**src/rtl/adc_capture_mc_if.sv**
```systemverilog
// Signal bundle between the multi-channel ADC capture front end and its
// control/sample-storage side. The capture block uses the slave view.
interface adc_capture_mc_if #(
    parameter int DATA_W = 12,
    parameter int NUM_CH = 2,
    parameter int DEC_W  = 8,
    parameter int AL_W   = 3
);
    logic                     en;
    logic [1:0]               conv_mode;
    logic                     avg_en;
    logic [AL_W-1:0]          avg_log2;
    logic [DEC_W-1:0]         dec_ratio;
    logic                     ovr_clr;
    logic [NUM_CH*DATA_W-1:0] adc_data_in;
    logic [NUM_CH-1:0]        adc_clk_out;
    logic [NUM_CH*DATA_W-1:0] adc_data_out;
    logic                     adc_valid;
    logic [NUM_CH-1:0]        overrange;

    modport master (
        output en, conv_mode, avg_en, avg_log2, dec_ratio, ovr_clr, adc_data_in,
        input  adc_clk_out, adc_data_out, adc_valid, overrange
    );

    modport slave (
        input  en, conv_mode, avg_en, avg_log2, dec_ratio, ovr_clr, adc_data_in,
        output adc_clk_out, adc_data_out, adc_valid, overrange
    );
endinterface

```
**src/rtl/adc_capture_mc.sv**
```systemverilog
// Multi-channel parallel-ADC capture: raw register, code conversion, then
// shared-window pick or power-of-two boxcar decimation with sticky over-range.
module adc_capture_mc #(
    parameter int DATA_W       = 12,
    parameter int NUM_CH       = 2,
    parameter int DEC_W        = 8,
    parameter int AVG_MAX_LOG2 = 4,
    parameter int AL_W         = 3
) (
    input  logic            ad_clk,
    input  logic            sys_rst_n,
    adc_capture_mc_if.slave bus
);
    localparam int ACC_W = DATA_W + AVG_MAX_LOG2;
    localparam int CNT_W = (DEC_W > AVG_MAX_LOG2) ? DEC_W : AVG_MAX_LOG2;
    localparam int CFG_W = 2 + 1 + AL_W + DEC_W;
    localparam logic [DATA_W-1:0] MID_C    = {1'b1, {(DATA_W-1){1'b0}}};
    localparam logic [AL_W-1:0]   AL_MAX_C = AL_W'(AVG_MAX_LOG2);
    localparam logic [CNT_W-1:0]  CNT_ONE_C = CNT_W'(1'b1);

    function automatic logic [DATA_W-1:0] conv_f(input logic [DATA_W-1:0] x,
                                                 input logic [1:0]        mode);
        logic [DATA_W-1:0] y;
        case (mode)
            2'd1:    y = MID_C - x;
            2'd2:    y = {~x[DATA_W-1], x[DATA_W-2:0]};
            default: y = x;
        endcase
        return y;
    endfunction

    function automatic logic ovr_f(input logic [DATA_W-1:0] x);
        return (x == {DATA_W{1'b0}}) || (x == {DATA_W{1'b1}});
    endfunction

    logic [DATA_W-1:0] s1_r      [NUM_CH];
    logic [DATA_W-1:0] s2_r      [NUM_CH];
    logic [ACC_W-1:0]  acc_r     [NUM_CH];
    logic [DATA_W-1:0] out_r     [NUM_CH];
    logic              valid_r;
    logic [NUM_CH-1:0] ovr_r;
    logic [CNT_W-1:0]  cnt_r;
    logic [CFG_W-1:0]  cfg_prev_r;

    logic [CFG_W-1:0]  cfg_s;
    logic              cfg_chg_s;
    logic [AL_W-1:0]   l_eff_s;
    logic [CNT_W-1:0]  idx_s;
    logic [CNT_W-1:0]  win_last_s;
    logic [CNT_W-1:0]  cnt_nxt_s;
    logic              last_s;
    logic              emit_s;
    logic              signed_s;
    logic [NUM_CH-1:0] det_s;
    logic [ACC_W-1:0]  sum_s     [NUM_CH];
    logic [DATA_W-1:0] avg_out_s [NUM_CH];

    // Shared window position: a config change restarts the window at this sample.
    always_comb begin
        cfg_s     = {bus.conv_mode, bus.avg_en, bus.avg_log2, bus.dec_ratio};
        cfg_chg_s = (cfg_s != cfg_prev_r);
        signed_s  = (bus.conv_mode == 2'd2);
        if (bus.avg_log2 > AL_MAX_C) begin
            l_eff_s = AL_MAX_C;
        end else begin
            l_eff_s = bus.avg_log2;
        end
        if (cfg_chg_s) begin
            idx_s = {CNT_W{1'b0}};
        end else begin
            idx_s = cnt_r;
        end
        if (bus.avg_en) begin
            win_last_s = (CNT_ONE_C << l_eff_s) - CNT_ONE_C;
        end else begin
            win_last_s = CNT_W'(bus.dec_ratio);
        end
        last_s = (idx_s == win_last_s);
        if (bus.avg_en) begin
            emit_s = last_s;
        end else begin
            emit_s = (idx_s == {CNT_W{1'b0}});
        end
        if (last_s) begin
            cnt_nxt_s = {CNT_W{1'b0}};
        end else begin
            cnt_nxt_s = idx_s + CNT_ONE_C;
        end
    end

    // Per-channel running sum including the current sample, and its scaled mean.
    always_comb begin
        for (int c = 0; c < NUM_CH; c++) begin
            det_s[c] = ovr_f(bus.adc_data_in[c*DATA_W +: DATA_W]);
            if (cfg_chg_s) begin
                sum_s[c] = {{AVG_MAX_LOG2{s2_r[c][DATA_W-1] & signed_s}}, s2_r[c]};
            end else begin
                sum_s[c] = acc_r[c] + {{AVG_MAX_LOG2{s2_r[c][DATA_W-1] & signed_s}}, s2_r[c]};
            end
            if (signed_s) begin
                avg_out_s[c] = DATA_W'($signed(sum_s[c]) >>> l_eff_s);
            end else begin
                avg_out_s[c] = DATA_W'(sum_s[c] >> l_eff_s);
            end
        end
    end

    // Pipeline, window counter, accumulators, outputs and sticky flags.
    always_ff @(posedge ad_clk) begin
        if (!sys_rst_n) begin
            valid_r    <= 1'b0;
            ovr_r      <= {NUM_CH{1'b0}};
            cnt_r      <= {CNT_W{1'b0}};
            cfg_prev_r <= {CFG_W{1'b0}};
            for (int c = 0; c < NUM_CH; c++) begin
                s1_r[c]  <= {DATA_W{1'b0}};
                s2_r[c]  <= {DATA_W{1'b0}};
                acc_r[c] <= {ACC_W{1'b0}};
                out_r[c] <= {DATA_W{1'b0}};
            end
        end else begin
            cfg_prev_r <= cfg_s;
            ovr_r      <= (ovr_r & ~{NUM_CH{bus.ovr_clr}}) | det_s;
            for (int c = 0; c < NUM_CH; c++) begin
                s1_r[c] <= bus.adc_data_in[c*DATA_W +: DATA_W];
                s2_r[c] <= conv_f(s1_r[c], bus.conv_mode);
            end
            if (bus.en) begin
                cnt_r   <= cnt_nxt_s;
                valid_r <= emit_s;
                for (int c = 0; c < NUM_CH; c++) begin
                    if (emit_s) begin
                        out_r[c] <= bus.avg_en ? avg_out_s[c] : s2_r[c];
                    end
                    if (bus.avg_en && !last_s) begin
                        acc_r[c] <= sum_s[c];
                    end else begin
                        acc_r[c] <= {ACC_W{1'b0}};
                    end
                end
            end else begin
                cnt_r   <= {CNT_W{1'b0}};
                valid_r <= 1'b0;
                for (int c = 0; c < NUM_CH; c++) begin
                    acc_r[c] <= {ACC_W{1'b0}};
                end
            end
        end
    end

    // Repack per-channel results onto the output bus.
    always_comb begin
        bus.adc_data_out = {(NUM_CH*DATA_W){1'b0}};
        for (int c = 0; c < NUM_CH; c++) begin
            bus.adc_data_out[c*DATA_W +: DATA_W] = out_r[c];
        end
    end

    assign bus.adc_clk_out = {NUM_CH{ad_clk}};
    assign bus.adc_valid   = valid_r;
    assign bus.overrange   = ovr_r;
endmodule
```
**src/flat_wrapper.sv**
```systemverilog
// flat-port wrapper written by rule: the top's interface ports become plain ports
module adc_capture_mc_flat 
#(
    parameter int DATA_W       = 12,
    parameter int NUM_CH       = 2,
    parameter int DEC_W        = 8,
    parameter int AVG_MAX_LOG2 = 4,
    parameter int AL_W         = 3
)
  (ad_clk, sys_rst_n, bus_en, bus_conv_mode, bus_avg_en, bus_avg_log2, bus_dec_ratio, bus_ovr_clr, bus_adc_data_in, bus_adc_clk_out, bus_adc_data_out, bus_adc_valid, bus_overrange);
  adc_capture_mc_if #(.DATA_W(DATA_W), .NUM_CH(NUM_CH), .DEC_W(DEC_W), .AL_W(AL_W)) bus_i ();
  input  logic ad_clk;
  input  logic sys_rst_n;
  input wire logic [$bits(bus_i.en)-1:0] bus_en;
  input wire logic [$bits(bus_i.conv_mode)-1:0] bus_conv_mode;
  input wire logic [$bits(bus_i.avg_en)-1:0] bus_avg_en;
  input wire logic [$bits(bus_i.avg_log2)-1:0] bus_avg_log2;
  input wire logic [$bits(bus_i.dec_ratio)-1:0] bus_dec_ratio;
  input wire logic [$bits(bus_i.ovr_clr)-1:0] bus_ovr_clr;
  input wire logic [$bits(bus_i.adc_data_in)-1:0] bus_adc_data_in;
  output wire logic [$bits(bus_i.adc_clk_out)-1:0] bus_adc_clk_out;
  output wire logic [$bits(bus_i.adc_data_out)-1:0] bus_adc_data_out;
  output wire logic [$bits(bus_i.adc_valid)-1:0] bus_adc_valid;
  output wire logic [$bits(bus_i.overrange)-1:0] bus_overrange;
  assign bus_i.en = bus_en;
  assign bus_i.conv_mode = bus_conv_mode;
  assign bus_i.avg_en = bus_avg_en;
  assign bus_i.avg_log2 = bus_avg_log2;
  assign bus_i.dec_ratio = bus_dec_ratio;
  assign bus_i.ovr_clr = bus_ovr_clr;
  assign bus_i.adc_data_in = bus_adc_data_in;
  assign bus_adc_clk_out = bus_i.adc_clk_out;
  assign bus_adc_data_out = bus_i.adc_data_out;
  assign bus_adc_valid = bus_i.adc_valid;
  assign bus_overrange = bus_i.overrange;
  adc_capture_mc #(.DATA_W(DATA_W), .NUM_CH(NUM_CH), .DEC_W(DEC_W), .AVG_MAX_LOG2(AVG_MAX_LOG2), .AL_W(AL_W)) u_core (.ad_clk(ad_clk), .sys_rst_n(sys_rst_n), .bus(bus_i));
endmodule
```
**config.mk**
```make
export PLATFORM = sky130hd
export DESIGN_NAME = adc_capture_mc_flat
export DESIGN_NICKNAME = d
export VERILOG_FILES = /design/src/rtl/adc_capture_mc_if.sv /design/src/rtl/adc_capture_mc.sv /design/src/flat_wrapper.sv
export SDC_FILE = /design/constraint.sdc
export NUM_CORES = 1
export LEC_CHECK = 0
export BUFFER_PORTS_ARGS = -buffer_cell sky130_fd_sc_hd__buf_4
export CORE_ASPECT_RATIO = 1.1
export CORE_MARGIN = 4
export CORE_UTILIZATION = 61
export DETAILED_ROUTE_END_ITERATION = 10
export GPL_TIMING_DRIVEN = 0
export MAX_ROUTING_LAYER = met4
export PLACE_DENSITY = 0.81
export SLEW_MARGIN = 20
export SYNTH_ARGS = -nofsm -noshare
export SYNTH_HDL_FRONTEND = slang
export SYNTH_SLANG_ARGS = --single-unit
```
**constraint.sdc**
```tcl
create_clock -name ad_clk -period 3.97 [get_ports ad_clk]
set_input_delay 0.5955 -clock ad_clk [delete_from_list [all_inputs] [get_ports ad_clk]]
set_output_delay 0.5955 -clock ad_clk [all_outputs]
set_load 0.01 [all_outputs]
```
==> Word level (Yosys, flattened, before mapping) <==
Memory sizes are Yosys's and may differ from the RTL's.
Cells that the tools add are included.
W data, S select, Z words.
{ "op_classes": {"addsub": 6, "order_cmp": 1, "eq_ne": 6, "n_shift": 5, "n_mux": 43, "bitwise": 21, "n_reduce_logical": 9} }
{ "ops": {"columns": ["op", "count"], "rows": [
  ["$mux W12", 12],
  ["$mux W16", 8],
  ["$pmux W12 S2", 2],
  ["$add A16 B16 Y16", 2],
  ["$shr A16 B3 Y12", 2],
  ["$sshr A16 B3 Y12", 2],
  ["$eq A12 B12 Y1 const B", 2],
  ["$logic_not A12 Y1", 2],
  ["$sub A12 B12 Y12 const A", 2],
  ["$mux W1", 18],
  ["$mux W8", 2],
  ["$ne A14 B14 Y1", 1],
  ["$or A1 B1 Y1", 12],
  ["$add A8 B1 Y8 const B", 1],
  ["$eq A8 B8 Y1", 1],
  ["$logic_not A8 Y1", 1],
  ["$shl A1 B3 Y8 const A", 1],
  ["$sub A8 B1 Y8 const B", 1],
  ["$not A1 Y1", 4],
  ["$gt A3 B3 Y1 const B", 1],
  ["$mux W3", 1],
  ["$reduce_or A3 Y1", 1],
  ["$and A1 B1 Y1", 2],
  ["$and A2 B2 Y2", 1],
  ["8 further kinds", 9]
]} }
{ "totals": {"ff_bits": 25, "mem_bits_rw": 104, "out_inout_bits": 29, "wordCells": 99, "n_memories": 4} }
{ "memory_table": {"columns": ["name", "depth", "width", "rd", "rd_clocked_by_memory_dff", "write_ports", "line_no", "text"], "rows": [
  ["u_core.acc_r", 2, 16, 2, 0, 2, "adc_capture_mc.sv:38", "logic [ACC_W-1:0] acc_r [NUM_CH];"],
  ["u_core.out_r", 2, 12, 2, 0, 2, "adc_capture_mc.sv:39", "logic [DATA_W-1:0] out_r [NUM_CH];"],
  ["u_core.s1_r", 2, 12, 2, 0, 2, "adc_capture_mc.sv:36", "logic [DATA_W-1:0] s1_r [NUM_CH];"],
  ["u_core.s2_r", 2, 12, 2, 0, 2, "adc_capture_mc.sv:37", "logic [DATA_W-1:0] s2_r [NUM_CH];"]
]} }

==> Logic depth before layout (Yosys ltp) <==
{ "logic_depth": {"word_depth": 15, "ltp_mapped": 16} }

==> flow_metrics.tcl <==
set metrics [dict create \
    area_growth_pct 17.0 \
    first_pass_iters 6 \
    min_period_ps 3820 \
    fillers 1085 \
    wl_per_cell_um 19.6 \
    period_share 0.962 \
    dieWidth_um 118 \
    netlist.area_leader.share 0.258 \
    worstSetupEndpointType "flop" \
    multiInputGateArea_mm2 0.00497 \
    drtAntennaViolNets 0 \
    antenna_cells 0 \
    synthesis.nets 1067 \
    hold_viol 0 \
    yosys_warnings 0 \
    ys_types 79 \
    hold_class "in2reg" \
    io_buffers 68 \
    path_clk_slew_ps 60 \
    synthTopCellsByArea "dfxtp_1 (26%), edfxtp_1 (8.8%), ha_1 (5.5%)" \
    r2r-start "u_core.cfg_prev_r[4]" \
    boundaryPins 71 \
    place_hpwl_um 18000 \
    rsz0062_at_grt "false" \
    crit_slowest_cell "buf_1" \
    r2r_cells 10 \
    antenna_found_initial 0 \
    drtIter0Drc 774 \
    layoutNonFillerInstCount 1251 \
    total_power_mw 3.66 \
    path_class "reg2reg" \
    skew_ps 11.5 \
    dp.cells 1216 \
    grt_pass1_vias 7773 \
    required_ps 4250 \
    crit_path_frequent_cell "buf_1" \
    tightest_slew_ps 955 \
    cp.arrival_ps 4100 \
    min_path_cells 2 \
    syn_avg_cell_area_um2 8.26 \
    ys_ff_latch 129 \
    grt_pass1_wl_um 39500 \
    max-cap-violations 0 \
    crit_fanout 10 \
    ir_drop_mv 0.472 \
    synth-main-ff-cell "dfxtp_1" \
    cellPowerDensity_mw_per_mm2 384 \
    startpoint_type "flop" \
    fin_area_mm2 0.00954 \
    drv_slew 0 \
    cts_hold_buf 0 \
    async_flop_share 0 \
    setup_viol 0 \
    synth_edf_count 24 \
    wirelength_um 24600 \
    core_area_mm2 0.0132 \
    start_util 0.619 \
    max_freq_mhz 262 \
    overflow 0 \
    netlist_area_mm2 0.00815 \
    seqCellArea_mm2 0.00282 \
    final_common_cell "nor2_1" \
    cts-resized-gates 4 \
    rows 44 \
    relSlewSlack 0.362 \
    cts_tree "yes" \
    vias_per_cell 6.44 \
    clock_latency_ps 550 \
    layout-drive-gt1-share 0.132 \
    synthCells 987 \
    nNetsFinal 1157 \
    ys_seq_area_frac 0.346 \
    crit_chain "xor2_1 -> nor4_2 -> nand4_1 -> buf_2 -> buf_1 -> clkbuf_1 -> buf_1 -> o21ai_0 -> nand2_1 -> a31oi_1" \
    hp-start "bus_adc_data_in[9]" \
    hold_end "u_core.s1_r[0][9]" \
    final.setup.tns_ps 0 \
    yosys.area.top_type "dfxtp_1" \
    grt_start_max_net_pins 25 \
    postCtsSetupRepairBufs 0 \
    final_cell_mix "nor2_1 (113), dfxtp_1 (105), nand2_1 (101), buf_4 (73), a21oi_1 (64)" \
    place_congestion 1.01 \
    rrSetupSlack_ps 150 \
    drc 0 \
    status "complete, no violations" \
    die-area_mm2 0.0153 \
    slowest_delay_ps 690 \
    vias 8054 \
    dpl-instance-area_mm2 0.00887 \
    grt_util_all_layers 0.337 \
    leakagePower_nw 3.93 \
    die_height_um 129 \
    regToRegEndpoint "u_core.out_r[0][21]" \
]
-- logic make-up (layout without fill, tap and decap cells) --
family / Yosys count / count (layout) / synth area share
and+or+nand+nor: 386 / 386 / 0.229
AOI/OAI and AO/OA: 276 / 276 / 0.231
muxes: 33 / 33 / 0.0476
buffers and inverters: 88 / 191 / 0.0453
xor gates and xnor gates: 37 / 37 / 0.0398
DFF: 129 / 129 / 0.346
adders and majority gates: 38 / 38 / 0.0602
-- where the power goes --
part           leakage [nW]  switching [mW]  internal (mW)
logic                  2.47           0.280          0.183
clock network         0.344           0.675           1.08
registers              1.12          0.0500           1.39
-- critical path: cells and delay by family (launching register included) --
| kind | cells | cell delay [ps] |
|---|---|---|
| xor gates and xnor gates | 1 | 220 |
| AOI/OAI and AO/OA | 2 | 340 |
| and+or+nand+nor | 3 | 520 |
| DFF | 1 | 340 |
| buffers and inverters | 4 | 2120 |
-- cell type report --
| type | count | area share |
|---|---|---|
| Buffer | 52 | 0.0251 |
| Clock buffer | 23 | 0.0567 |
| Clock inverter | 15 | 0.0142 |
| Inverter | 35 | 0.0138 |
| Multi-Input combinational cell | 770 | 0.521 |
| Sequential cell | 129 | 0.296 |
| Tap cell | 161 | 0.0211 |
| Timing Repair Buffer | 66 | 0.0520 |
-- stage by stage --
stage          hold WS, ps  worst slack (ps)   util
2_1_floorplan          438               330      -
3_3_place_gp           459              -705  0.673
3_5_place_dp           463              -724  0.674
4_1_cts                256              64.1  0.725
5_1_grt                271              60.3  0.725
6_report               269               151  0.725
-- how the worst max path moves through the flow --
stage | startpoint | endpoint | slack [ps]
2_1_floorplan | bus_avg_log2[2] | u_core.out_r[0][0] | 330
3_3_place_gp | bus_avg_log2[0] | u_core.out_r[0][11] | -700
3_5_place_dp | bus_avg_log2[0] | u_core.out_r[0][11] | -720
4_1_cts | u_core.cfg_prev_r[5] | u_core.out_r[0][11] | 60
5_1_grt | u_core.cfg_prev_r[5] | u_core.out_r[0][11] | 60
6_report | u_core.cfg_prev_r[4] | u_core.out_r[0][21] | 150
-- synthesized netlist by cell type (8+ instances only) --
cell / number
a211o_1: 8
a211oi_1: 14
a21o_1: 15
a21oi_1: 64
a311oi_1: 12
a31oi_1: 16
and2_1: 36
and3_1: 12
buf_2: 10
clkbuf_1: 34
dfxtp_1: 105
edfxtp_1: 24
ha_1: 36
inv_1: 34
mux2i_1: 23
nand2_1: 102
nand2b_1: 9
nand3_1: 18
nand4_1: 8
nor2_1: 113
nor2b_1: 8
nor3_1: 24
nor4_1: 16
o211ai_1: 10
o21a_1: 13
o21ai_0: 54
o31ai_1: 8
or3_1: 13
xnor2_1: 15
xor2_1: 22
-- state kept, by name (all words and copies together) (netlist names) --
signal,cells
u_core.acc_r,32
u_core.bus.adc_valid,1
u_core.bus.overrange,2
u_core.cfg_prev_r,14
u_core.cnt_r,8
u_core.out_r,24
u_core.s1_r,24
u_core.s2_r,24
-- routing by layer --
layer  routed length [um]  vias up  GRT usage
met5                    0        -          -
met4                 1250        0      0.181
met3                 2370      119     0.0629
met2                11300      445      0.547
met1                 9690     3691      0.401
li1                     -     3799          -
(Power assumes the default switching activity.)
